### config.mk
export PLATFORM = sky130hd
export DESIGN_NAME = uart_tx_arbiter
export DESIGN_NICKNAME = d
export VERILOG_FILES = /design/src/rtl/uart_tx_arbiter.sv
export SDC_FILE = /design/constraint.sdc
export NUM_CORES = 1
export LEC_CHECK = 0
export CORE_ASPECT_RATIO = 0.8
export CORE_MARGIN = 2
export CORE_UTILIZATION = 40
export CTS_CLUSTER_DIAMETER = 30
export CTS_CLUSTER_SIZE = 10
export DETAILED_ROUTE_END_ITERATION = 16
export PLACE_DENSITY = 0.79
export RECOVER_POWER = 25
export SLEW_MARGIN = 30
export SYNTH_ARGS = -nofsm -noshare
export SYNTH_HDL_FRONTEND = slang
export SYNTH_SLANG_ARGS = --single-unit
### constraint.sdc
create_clock -name clk -period 1.5 [get_ports clk]
set_input_delay 0.3 -clock clk [delete_from_list [all_inputs] [get_ports clk]]
set_output_delay 0.3 -clock clk [all_outputs]
set_load 0.05 [all_outputs]
### src/rtl/uart_tx_arbiter.sv
// uart_tx_arbiter: two-requester round-robin front end for a byte UART.
// The TX side grants one requester at a time and drives the UART start/value
// handshake. The RX side captures received bytes into a one-entry holding
// register, applying backpressure to the UART while that register is full.
// Optional feature: define UART_ARB_TIMEOUT_EN to abort a SEND that waits
// TIMEOUT_CYCLES cycles for uart_tx_done. An aborted SEND still completes the
// handshake with the requester, and the abort sets the sticky err_timeout flag.
module uart_tx_arbiter #(
  parameter logic [15:0] TIMEOUT_CYCLES = 16'd50000
) (
  input  logic       clk,
  input  logic       rst,
  input  logic [1:0] req_start,
  input  logic [7:0] req_value0,
  input  logic [7:0] req_value1,
  output logic [1:0] req_done,
  output logic       uart_start_tx,
  output logic [7:0] uart_tx_value,
  input  logic       uart_tx_done,
  input  logic       uart_rx_available,
  input  logic [7:0] uart_rx_value,
  output logic       uart_rx_clear,
  output logic       rx_valid,
  output logic [7:0] rx_data,
  input  logic       rx_ack,
  output logic       err_timeout
);

  typedef enum logic [2:0] {
    IDLE     = 3'b001,
    SEND     = 3'b010,
    COMPLETE = 3'b100
  } state_t;

  state_t state;
  state_t state_nxt;
  logic   grant;
  logic   last_grant;
  logic   grant_nxt;
  logic   take_req;
  logic   timeout_hit;
  logic   rx_avail_p1;
  logic   rx_capture;

  // Contention goes to the requester that was not served last; a lone request wins outright.
  function automatic logic pick_grant(input logic [1:0] req, input logic last);
    logic g;
    if (req == 2'b11) g = ~last;
    else              g = req[1];
    return g;
  endfunction

  assign grant_nxt = pick_grant(req_start, last_grant);
  assign take_req  = (state == IDLE) && (|req_start);

  // TX state register; reset drops SEND at once, so uart_start_tx falls asynchronously.
  always_ff @(posedge clk or posedge rst) begin
    if (rst) state <= IDLE;
    else     state <= state_nxt;
  end

  // TX next-state: COMPLETE holds until the UART and the served requester have both released.
  always_comb begin
    state_nxt = state;
    case (state)
      IDLE:     if (|req_start) state_nxt = SEND;
      SEND:     if (uart_tx_done || timeout_hit) state_nxt = COMPLETE;
      COMPLETE: if (!uart_tx_done && !req_start[grant]) state_nxt = IDLE;
      default:  state_nxt = IDLE;
    endcase
  end

  // TX outputs are decoded purely from the state so they cannot glitch on input changes.
  always_comb begin
    uart_start_tx = 1'b0;
    req_done      = 2'b00;
    case (state)
      SEND:     uart_start_tx   = 1'b1;
      COMPLETE: req_done[grant] = 1'b1;
      default:  uart_start_tx   = 1'b0;
    endcase
  end

  // Grant bookkeeping and the outgoing byte only move on the IDLE->SEND transition.
  always_ff @(posedge clk or posedge rst) begin
    if (rst) begin
      grant         <= 1'b0;
      last_grant    <= 1'b1;
      uart_tx_value <= 8'h00;
    end else if (take_req) begin
      grant         <= grant_nxt;
      last_grant    <= grant_nxt;
      uart_tx_value <= grant_nxt ? req_value1 : req_value0;
    end
  end

`ifdef UART_ARB_TIMEOUT_EN
  logic [15:0] to_cnt;
  logic        err_q;

  // The current cycle is the last allowed SEND cycle once the count plus this one reaches the limit.
  assign timeout_hit = (state == SEND) &&
                       (({1'b0, to_cnt} + 17'd1) >= {1'b0, TIMEOUT_CYCLES});
  assign err_timeout = err_q;

  // SEND watchdog: cleared on entry, counts SEND cycles, flags an abort stickily.
  always_ff @(posedge clk or posedge rst) begin
    if (rst) begin
      to_cnt <= 16'd0;
      err_q  <= 1'b0;
    end else begin
      if (take_req)            to_cnt <= 16'd0;
      else if (state == SEND)  to_cnt <= to_cnt + 16'd1;
      if (timeout_hit && !uart_tx_done) err_q <= 1'b1;
    end
  end
`else
  logic unused_timeout_cfg;

  // Without the watchdog the limit parameter has no consumer in this build.
  assign unused_timeout_cfg = ^TIMEOUT_CYCLES;
  assign timeout_hit        = 1'b0;
  assign err_timeout        = 1'b0;
`endif

  // Capture on the second consecutive available cycle, so the UART's late value update has settled;
  // an active clear blocks recapture of the byte already taken.
  assign rx_capture = uart_rx_available && rx_avail_p1 && !rx_valid && !uart_rx_clear;

  // One-cycle history of uart_rx_available for the two-cycle qualification.
  always_ff @(posedge clk or posedge rst) begin
    if (rst) rx_avail_p1 <= 1'b0;
    else     rx_avail_p1 <= uart_rx_available;
  end

  // Holding register plus UART clear handshake; a full register leaves the UART byte untouched.
  always_ff @(posedge clk or posedge rst) begin
    if (rst) begin
      rx_valid      <= 1'b0;
      rx_data       <= 8'h00;
      uart_rx_clear <= 1'b0;
    end else begin
      if (rx_capture) begin
        rx_valid <= 1'b1;
        rx_data  <= uart_rx_value;
      end else if (rx_valid && rx_ack) begin
        rx_valid <= 1'b0;
      end
      if (rx_capture)              uart_rx_clear <= 1'b1;
      else if (!uart_rx_available) uart_rx_clear <= 1'b0;
    end
  end

endmodule

Word-level counts from Yosys, hierarchy flattened. Cells that the tools add are included.

Bits in registers: 24. Input port bits: 31.

Magnitude comparators: 2. Eq/ne operators: 8. Mux-type cells: 16. Bitwise logic cells: 1. Reductions and logical operators: 14.

Operators with widths (number): 1-bit two-way mux (9); 3-bit two-way mux (3); 3-bit case mux with 3 select lines (1); 8-bit two-way mux (1); 1-bit logical AND (7); 1-bit zero test (4); 2-bit by 1-bit != test with 1-bit output, second input constant (2); 2-bit != test, second input constant (2); 3-bit by 1-bit == test with 1-bit output, second input constant (1); 3-bit by 2-bit == test with 1-bit output, second input constant (1); 3-bit == test, second input constant (1); 3-bit AND reduction (1); 2-bit == test, second input constant (1); 1-bit by 2-bit < comparator with 1-bit output, second input constant (1); 2-bit two-way mux (1); 2-bit nonzero test (1); 2-bit OR reduction (1); 1-bit demux with 1-bit select (1); 1-bit greater-or-equal comparator, second input constant (1); 1-bit NOT (1).

Depth between registers and ports, before layout.
Depth after elaboration: 6. Depth in mapped cells: 4.

Worst setup path after synthesis. OpenSTA, ideal clock, no wires.

Path type: flip-flop to output port. From: register state[1]. To: output port req_done[0]. Arrival time: 1404 ps. Path slack: -204 ps. Stages on the path, launching flop included: 3. Path buffers: 0. Cell sequence: dfrtp_1 nor3b_1 nor2b_1.

Word-level cells in the longest chain between the ends: 2.

Ends and longest elaborated chain: from (decl) (RTL line 35) `state_t state;`; from (signal assigned) (RTL line 59) `else state <= state_nxt;`; 3-bit == test (RTL line 77) `case (state)`; 2-bit two-way mux (RTL line 77); to (decl) (RTL line 16) `output logic [1:0] req_done,`.

Every way passes these cells.

Final worst setup path. Same ends and word-level chain as after synthesis.

==> results.tsv <==
metric	value	unit
run status	finished with violations	
violated checks	setup timing	
Clk Latency, worst-skew pair	0.32	ns
share of layout cells above drive strength 1	0.393	
dominant cells by area after synthesis	dfrtp_1 (49%), mux2_4 (11%), a2bb2oi_1 (6.3%)	
gr usage total	0.188	
DIE AREA	3240	sq um
Synth Area in Compound Gates	0.200	
Startpoint Class	register	
Hold Slack	0.345	ns
crit path max fanout	3	
final worst-path setup slack	-0.153	ns
clk buf depth	2	
Final Skew	0.00971	ns
XOR/XNOR share of the synthesized area	0	
number of synthesized register bits	24	
Iter 0 DRT Violations	79	
Routed wire per std cell	15.8	microns
Syn Nets	114	
maximum vdd drop	1.01	mV
Final Instance Count excl. Fillers	183	
Worst setup endpoint	req_done[0]	
Detailed Route WL	2.89	mm
Routed Antenna Nets	0	
DPL Wire Length	2.21	mm
fin. max-slew vios	0	
pre-CTS setup slack	-0.198	ns
total CTS buffers	3	
Crit Reg-Reg Startpoint	state[1]	
Boundary Pins	53	
MaxCap Viol Count	0	
Synth Warn #	0	
Max-slew headroom	0.636	
antenna violations before repair	0	
vias in the first global route	968	
GRT Residual Overflow	0	
drt drc	0	
CTS hold repair buffers	0	
Yosys top cell area share	0.492	
Leak Pwr	0.000884	uW
TritonCTS clock tree	built	
R2R setup slack	0.09	ns
dominant register cell in the synthesized netlist	dfrtp_1	
Final setup violation count	3	
Critical-path top delay cell	dfrtp_2	
Synth async-reset ratio	1.00	
reg-to-reg endpoint	last_grant	
Worst path max stage delay	0.47	ns
R2R depth	5	
fin crit period	1.65	ns
starting density of the core	0.415	
CP arrival	1.35	ns
core area	2700	sq um
mux contribution to synthesized area	0.117	
critical path endpoint category	output pin	
Fin. Hold Viols	0	
RSZ-0062 raised after global routing	true	
Worst-path clk slew	0.14	ns
Post-Synth Adder-Cell Area	0	
Power Density	1940	nW/um^2
Cells after Synth	83	
fmax	605	MHz
Pre-antenna DRT Iters	4	
# clock sinks	24	
routability cong.	0.747	
dominant cell type by area after synthesis	dfrtp_1	
CP startpoint	state[1]	
die height	51.3	microns
Area growth syn-to-layout	81.0	%
final net count	177	
fin crit share	1.10	
top-count cell post-synth	dfrtp_1	
Post-Synth Simple-Gate Area	0.0860	
worst path cell trace	nor3b_4 > nor2b_4 > buf_12	
Placed Cells	175	
input/output buffers	51	
Post-synth top cells	dfrtp_1 (22), a2bb2oi_1 (8), mux2_4 (8), o32ai_1 (8)	
CTS Root Cell	clkbuf_4	
Slew @ Worst Pin	0.545	ns
first-pass GRT wire length	4.57	mm
standard-cell rows	17	
vias per cell	5.07	
largest net degree at the start of global routing	15	
Final Core Density	0.750	
worst endpoint required time	1.20	ns
Yosys cell types	29	
register area share after synthesis	0.539	
via total after detailed routing	927	
largest family of logic cells by synthesized area	compound AO/OA/AOI/OAI gates	
H-tree levels	1	
Hold Path Class	input port to async pin	
Crit Path Category	register to output pin	
number of synthesized flops with an enable pin	0	
Diodes inserted	0	
Post-Syn Area per Cell	13.5	sq um
Cell Area, Synth	1120	sq um
die width	63.2	microns
## power breakdown
| group | total [uW] | internal (uW) | switching (uW) |
|---|---|---|---|
| Clock | 469 | 270 | 199 |
| Combinational | 2280 | 1210 | 1070 |
| Sequential | 1200 | 902 | 295 |
| Total | 3940 | 2380 | 1560 |
## worst min path at each step
stage | slack [ns] | cells after the start | from | end
2_1_floorplan | 0.31 | 1 | rst | grant
3_3_place_gp | 0.53 | 2 | last_grant | last_grant
3_5_place_dp | 0.55 | 2 | last_grant | last_grant
4_1_cts | 0.20 | 2 | rst | state[2]
5_1_grt | 0.34 | 2 | rst | grant
6_report | 0.35 | 2 | rst | grant
## what timing repair did
action,in CTS,in global routing
pin swaps,1,2
buffers inserted,3,1
resized for setup,5,4
setup endpoints to repair,3,3
## layer usage
metal  wire length (microns)  part of all wire  up-vias  track usage
met5                       0                 0        -            0
met4                       0                 0        0       0.0222
met3                     199             0.069        0       0.0749
met2                    1500              0.52       34        0.316
met1                    1190              0.41      458        0.236
li1                        -                 -      435            -
## flip-flops by register name, indices dropped and copies added (netlist names)
name	count
rx_data	8
uart_tx_value	8
state	3
grant	1
last_grant	1
rx_avail_p1	1
rx_valid	1
uart_rx_clear	1
## cell families (layout without fill, tap and decap cells)
group | count (synthesis) | count (layout)
buffers and inverters | 9 | 71
other | 1 | 1
multiplexers | 9 | 9
flip-flops | 24 | 24
AO/OA/AOI/OAI | 27 | 27
AND/OR/NAND/NOR | 13 | 13
## final cells by class
type	count	area [sq um]
Clock buffer	3	22.5
Tap cell	38	47.5
Fill cell	179	674
Multi-Input combinational cell	50	487
Timing Repair Buffer	63	820
Sequential cell	24	606
Clock inverter	1	30.0
Inverter	4	15.0
## worst max-delay path: cells and delay by family, from the launching register on
family	cells	cell delay, ns
buffers and inverters	1	0.14
DFF	1	0.47
and+or+nand+nor	2	0.43
## stage by stage
step | TNS, ns | total power, uW | cell area [sq um]
floorplan | 0 | 2310 | 1120
global placement | -1.37 | 3330 | 1920
detailed placement | -1.93 | 3370 | 1920
CTS | -0.455 | 3920 | 2010
global route | -0.613 | 4120 | 2030
finish | -0.418 | 3940 | 2030
## cells in the final DEF (no fill, tap or decap), types with 3 or more instances in the layout
master / instances
clkdlybuf4s50_1: 28
buf_12: 22
dfrtp_1: 20
buf_4: 10
o32ai_1: 8
a2bb2oi_1: 8
mux2_4: 8
inv_1: 3
nor2b_1: 3
clkbuf_4: 3
Note: power is estimated with default switching activity, not from simulation.
==> variant 1, RTL diff (same settings) <==
Add a define of `UART_ARB_TIMEOUT_EN`.
--- a/src/rtl/uart_tx_arbiter.sv
+++ b/src/rtl/uart_tx_arbiter.sv
@@ -7,2 +7,4 @@
 // handshake with the requester, and the abort sets the sticky err_timeout flag.
+`define UART_ARB_TIMEOUT_EN
+
 module uart_tx_arbiter #(
Formal check against the unedited RTL: same outputs for any inputs over 10 cycles, from zero or initial values and one cycle with rst high; that may be too few to reach the edited logic, so the function may still have changed.
==> variant 1 against the unedited design <==
- the run still ends with negative setup slack left
- global-route usage increased by 4.9 points
- synthesized area increased by 99%
- register-to-register slack got worse by 0.32 ns
- total power increased by 45%
- sequential cell count increased by 17
- routed wire length increased to 2.6 times the old value
- first-iteration DRC count increased to 2.7 times the old value
- setup slack got worse by 0.080 ns
- cell area increased by 84%
- largest cell class is now multi-input combinational cells
- largest power group unchanged
==> variant 1: results (changes against the unedited design) <==
DRT Pass-1 Iters -> 6 (was 4)
Placed cells -> 373 (was 175)
TNS Setup -> -1.45 ns (was -0.418 ns)
Async set or reset register ratio after synthesis -> 100% (unchanged)
Min-Delay Path Class -> reg -> reg (was in -> async)
Antenna cells -> 0 (unchanged)
Seq/Total Area, Yosys -> 46.2% (was 53.9%)
Leak Pwr -> 1.59 nW (was 0.884 nW)
Worst Slack Setup Final -> -0.232 ns (was -0.153 ns)
Post-place setup slack -> -0.276 ns (was -0.198 ns)
Dpl cell area -> 3400 µm² (was 1920 µm²)
Slowest-stage cell, CP -> dfrtp_1 (was dfrtp_2)
Status -> complete, but fails checks (unchanged)
Net Sw Frac -> 43.0% (was 39.6%)
M3 GR Usage -> 6.88% (was 7.49%)
Layout cells sized above 1 -> 45.1% (was 39.3%)
Vias in the first global route -> 2,356 (was 968)
Synth top area cells -> dfrtp_1, o21ai_0, mux2_2 (was dfrtp_1, mux2_4, a2bb2oi_1)
DR WL met3 -> 690 µm (was 199 µm)
Worst hold slack -> 0.557 ns (was 0.345 ns)
Placer Congestion -> 0.882 (was 0.747)
Top layer in use -> met4 (was met3)
Fill cells -> 346 (was 179)
WL met1 -> 2910 µm (was 1190 µm)
Syn_nets -> 257 (was 114)
Mapped Avg Cell Area -> 9.89 µm² (was 13.5 µm²)
Largest net degree at the start of global routing -> 42 (was 15)
DP HPWL -> 4470 µm (was 2210 µm)
First DRT Iteration DRCs -> 217 (was 79)
Synth cell count leaders -> dfrtp_1, o21ai_0, a21oi_1, nor2_1, nand2_1 (was dfrtp_1, a2bb2oi_1, mux2_4, o32ai_1)
Largest registers -> to_cnt (16), rx_data (8), uart_tx_value (8) (was rx_data (8), uart_tx_value (8), state (3))
Non-filler cells, final -> 391 (was 183)
Worst Max-Slew Pin Slew -> 0.939 ns (was 0.545 ns)
Footprint of the multi-input gates -> 1290 µm² (was 487 µm²)
Crit path DAT -> 1.95 ns (was 1.35 ns)
M2 GR Usage -> 38.6% (was 31.6%)
Vias/cell -> 5.98 (was 5.07)
Met1 Use GR -> 29.8% (was 23.6%)
Global-route wire length before repair -> 11,400 µm (was 4570 µm)
PortBufs -> 52 (was 51)
Clk slew on worst S/H paths -> 0.09 ns (was 0.14 ns)
CTS buffer count -> 5 (was 3)
CTS Root Cell -> clkbuf_8 (was clkbuf_4)
Nets -> 357 (was 177)
Setup violators final -> 19 (was 3)
Biggest cell delay along the critical path -> 0.44 ns (was 0.47 ns)
Met2 wire length -> 3750 µm (was 1500 µm)
Routed wire length per instance -> 19.3 µm (was 15.8 µm)
Clk_skew -> 0.0101 ns (was 0.00971 ns)
Clk buf depth -> 2 (unchanged)
H-tree depth -> 2 (was 1)
Post-synth cell types -> 53 (was 29)
Failing checks -> negative setup slack (unchanged)
VDD IR max -> 0.00128 V (was 0.00101 V)
Cell class contributing the biggest share of worst-path delay -> compound AO/OA/AOI/OAI gates (was flip-flops)
Gr usage total -> 23.7% (was 18.8%)
Worst-path maximum fanout -> 5 (was 3)
[variant 1: worst reg2reg max path: stages, from the launching register on]
cell and delay (ns):
dfrtp_1 0.44, buf_4 0.16, and3_1 0.26, nand3_2 0.15
a32oi_2 0.32, nor3_2 0.09, a221oi_2 0.24
[variant 1: worst paths after layout]
kind	start	to	cells past startpoint
setup / recovery	to_cnt[8]	err_timeout	6
hold / removal	rx_valid	rx_valid	1
setup reg to reg	to_cnt[8]	err_timeout	6
hold reg to reg	rx_valid	rx_valid	1
max in group asynchronous	rst	to_cnt[7]	3
min in group asynchronous	rst	uart_tx_value[6]	3
[variant 1: kinds of logic after synthesis]
family                   after synthesis  share of synthesized area (%)
AND/OR/NAND/NOR                       74                           19.0
flip-flops                            41                           46.2
adder cells (fa/ha/maj)                1                          0.562
XOR/XNOR                               3                           1.18
buffers and inverters                 20                           5.51
multiplexers                          17                           8.15
AO/OA/AOI/OAI                         69                           19.4
[variant 1: timing repair]
action | in CTS | in global routing
cloned | 1 | 0
buffers inserted | 7 | 6
hold buffers | 0 | 0
gates resized for setup | 23 | 27
setup endpoints to repair | 11 | 27
pin swaps | 7 | 9
[variant 1: power groups by stage]
stage	sequential (mW)	clock, mW	combinational [mW]
after floorplan	2.20	0	0.917
after global placement	1.67	0	2.74
after detailed placement	1.69	0	2.80
after CTS	1.69	0.810	2.99
after global routing	1.73	0.885	3.32
final	1.70	0.811	3.19
[variant 1: layout make-up]
type	count	share of cell area (%)
Sequential cell	41	27.6
Clock buffer	5	1.84
Multi-Input combinational cell	165	34.5
Tap cell	65	2.18
Inverter	5	0.704
Timing Repair Buffer	107	32.4
Clock inverter	3	0.670
==> variant 2, RTL diff (same settings) <==
Made on the original files. Re-encode `state_t` (3 states) as binary, 2 bits wide.
--- a/src/rtl/uart_tx_arbiter.sv
+++ b/src/rtl/uart_tx_arbiter.sv
@@ -28,6 +28,6 @@
 
-  typedef enum logic [2:0] {
-    IDLE     = 3'b001,
-    SEND     = 3'b010,
-    COMPLETE = 3'b100
+  typedef enum logic [1:0] {
+    IDLE     = 2'd0,
+    SEND     = 2'd1,
+    COMPLETE = 2'd2
   } state_t;
Function: no difference found for any inputs over 10 cycles, from zero or initial values and one cycle with rst high; not proved beyond that.
==> variant 2 against the unedited design <==
- setup slack better by 0.17 ns
- total power decreased by 6.3%
- cell area shrank 6.3%
- sequential power shrank 6%
- hold slack improved by 0.0055 ns
- routed wire length is 19% lower
- clock skew shrank 0.0019 ns
- register-to-register slack worse by 0.05 ns
- largest cell class unchanged
- sequential cell count is 1 lower
- sequential share of layout area up 0.69 points
- maximum frequency is 12% higher
- synthesized area down 8.2%
==> variant 2: results (changes against the unedited design) <==
Status -> complete, no violations (was complete, but fails checks)
Clk slew on worst S/H paths -> 0.12 ns (was 0.14 ns)
Net switching power -> 1.52 mW (was 1.56 mW)
Placed cells -> 161 (was 175)
H-tree depth -> 1 (unchanged)
DP HPWL -> 1870 µm (was 2210 µm)
Clk_skew -> 0.00784 ns (was 0.00971 ns)
Synth cell count leaders -> dfrtp_1, mux2_2, mux2_1, inv_1, nor2_1 (was dfrtp_1, a2bb2oi_1, mux2_4, o32ai_1)
Met1 Use GR -> 19.7% (was 23.6%)
Seq/Total Area, Yosys -> 56.1% (was 53.9%)
Vias in the first global route -> 860 (was 968)
Synth top area cells -> dfrtp_1, mux2_2, mux2_1 (was dfrtp_1, mux2_4, a2bb2oi_1)
M2 GR Usage -> 31.0% (was 31.6%)
First DRT Iteration DRCs -> 12 (was 79)
Fill cells -> 173 (was 179)
Leak Pwr -> 0.832 nW (was 0.884 nW)
Synth warn -> 0 (unchanged)
WL final -> 2340 µm (was 2890 µm)
M3 GR Usage -> 9.28% (was 7.49%)
Post-synth cell types -> 21 (was 29)
Placer Congestion -> 0.800 (was 0.747)
Crit path DAT -> 1.18 ns (was 1.35 ns)
Largest net degree at the start of global routing -> 17 (was 15)
Detailed-route via count -> 784 (was 927)
Layout cells sized above 1 -> 45.8% (was 39.3%)
Dpl cell area -> 1830 µm² (was 1920 µm²)
Routed wire length per instance -> 14.0 µm (was 15.8 µm)
Syn_nets -> 104 (was 114)
Largest registers -> rx_data (8), uart_tx_value (8), state (2) (was rx_data (8), uart_tx_value (8), state (3))
Gr usage total -> 18.2% (was 18.8%)
-- variant 2: cell count changes after synthesis, moves of 6 or more --
cell and delta:
mux2_2 +17, mux2_1 +6, a2bb2oi_1 -8, o32ai_1 -8
mux2_4 -6
-- variant 2: area by class of cell --
cell class	count	area [µm²]	share of cell area, %
clock buffer	4	26.3	1.38
inverter	4	15.0	0.791
multi-input combinational	43	447	23.5
sequential	23	581	30.6
tap	36	45.0	2.37
timing repair buffer	57	786	41.4
-- variant 2: metrics by stage --
step / utilization (%) / total power, mW / hold WS, ns / setup slack (ns) / TNS (ns)
5_1_grt: 77.8 / 3.86 / 0.350 / -0.0299 / -0.0562
6_report: 77.8 / 3.69 / 0.351 / 0.0213 / 0
4_1_cts: 77.9 / 3.70 / 0.230 / 0.00882 / 0
3_5_place_dp: 74.9 / 3.34 / 0.543 / -0.470 / -4.82
2_1_floorplan: - / 2.17 / 0.301 / 0.0143 / 0
3_3_place_gp: 74.9 / 3.29 / 0.520 / -0.391 / -4.14
-- variant 2: cells by family (layout without fill, tap and decap cells) --
group,count (synthesis),count (layout),synth area share [%]
flops,23,23,56.1
other cells,1,1,0.365
simple gates,10,10,5.72
mux,26,26,29.2
buf+inv,7,65,3.41
compound gates,6,6,5.23
-- variant 2: power groups by stage --
stage | combinational (mW) | clock (mW) | sequential, mW
2_1_floorplan | 0.553 | 0 | 1.62
3_3_place_gp | 2.18 | 0 | 1.11
3_5_place_dp | 2.22 | 0 | 1.12
4_1_cts | 2.28 | 0.301 | 1.12
5_1_grt | 2.37 | 0.323 | 1.17
6_report | 2.28 | 0.283 | 1.13
-- variant 2: timing repair --
| item | in CTS | in global routing |
|---|---|---|
| pin swaps | 1 | 1 |
| endpoints found under the setup margin | 11 | 3 |
| cloned | 0 | 0 |
| setup buffers | 2 | 0 |
| gates resized for setup | 7 | 4 |
-- variant 2: worst paths after layout --
kind	slack, ns	to	depth (start not counted)	from
worst min register to register	0.56	rx_valid	1	rx_valid
max in group asynchronous	0.46	last_grant	3	rst
worst min-delay path	0.35	rx_data[3]	2	rst
min in group clk	0.56	rx_valid	1	rx_valid
worst max register to register	0.04	uart_tx_value[0]	4	last_grant
worst max-delay path	0.02	req_done[0]	3	state[0]
-- variant 2: critical path, cell delays in order (launching register included) --
cell	delay, ns
dfrtp_1	0.44
nand2b_4	0.19
nor2_4	0.11
buf_12	0.14
-- variant 2: layer usage --
metal	vias up	part of all wire (%)
li1	364	-
met1	375	37
met2	43	50
met3	2	12
met4	0	0.81
met5	-	0
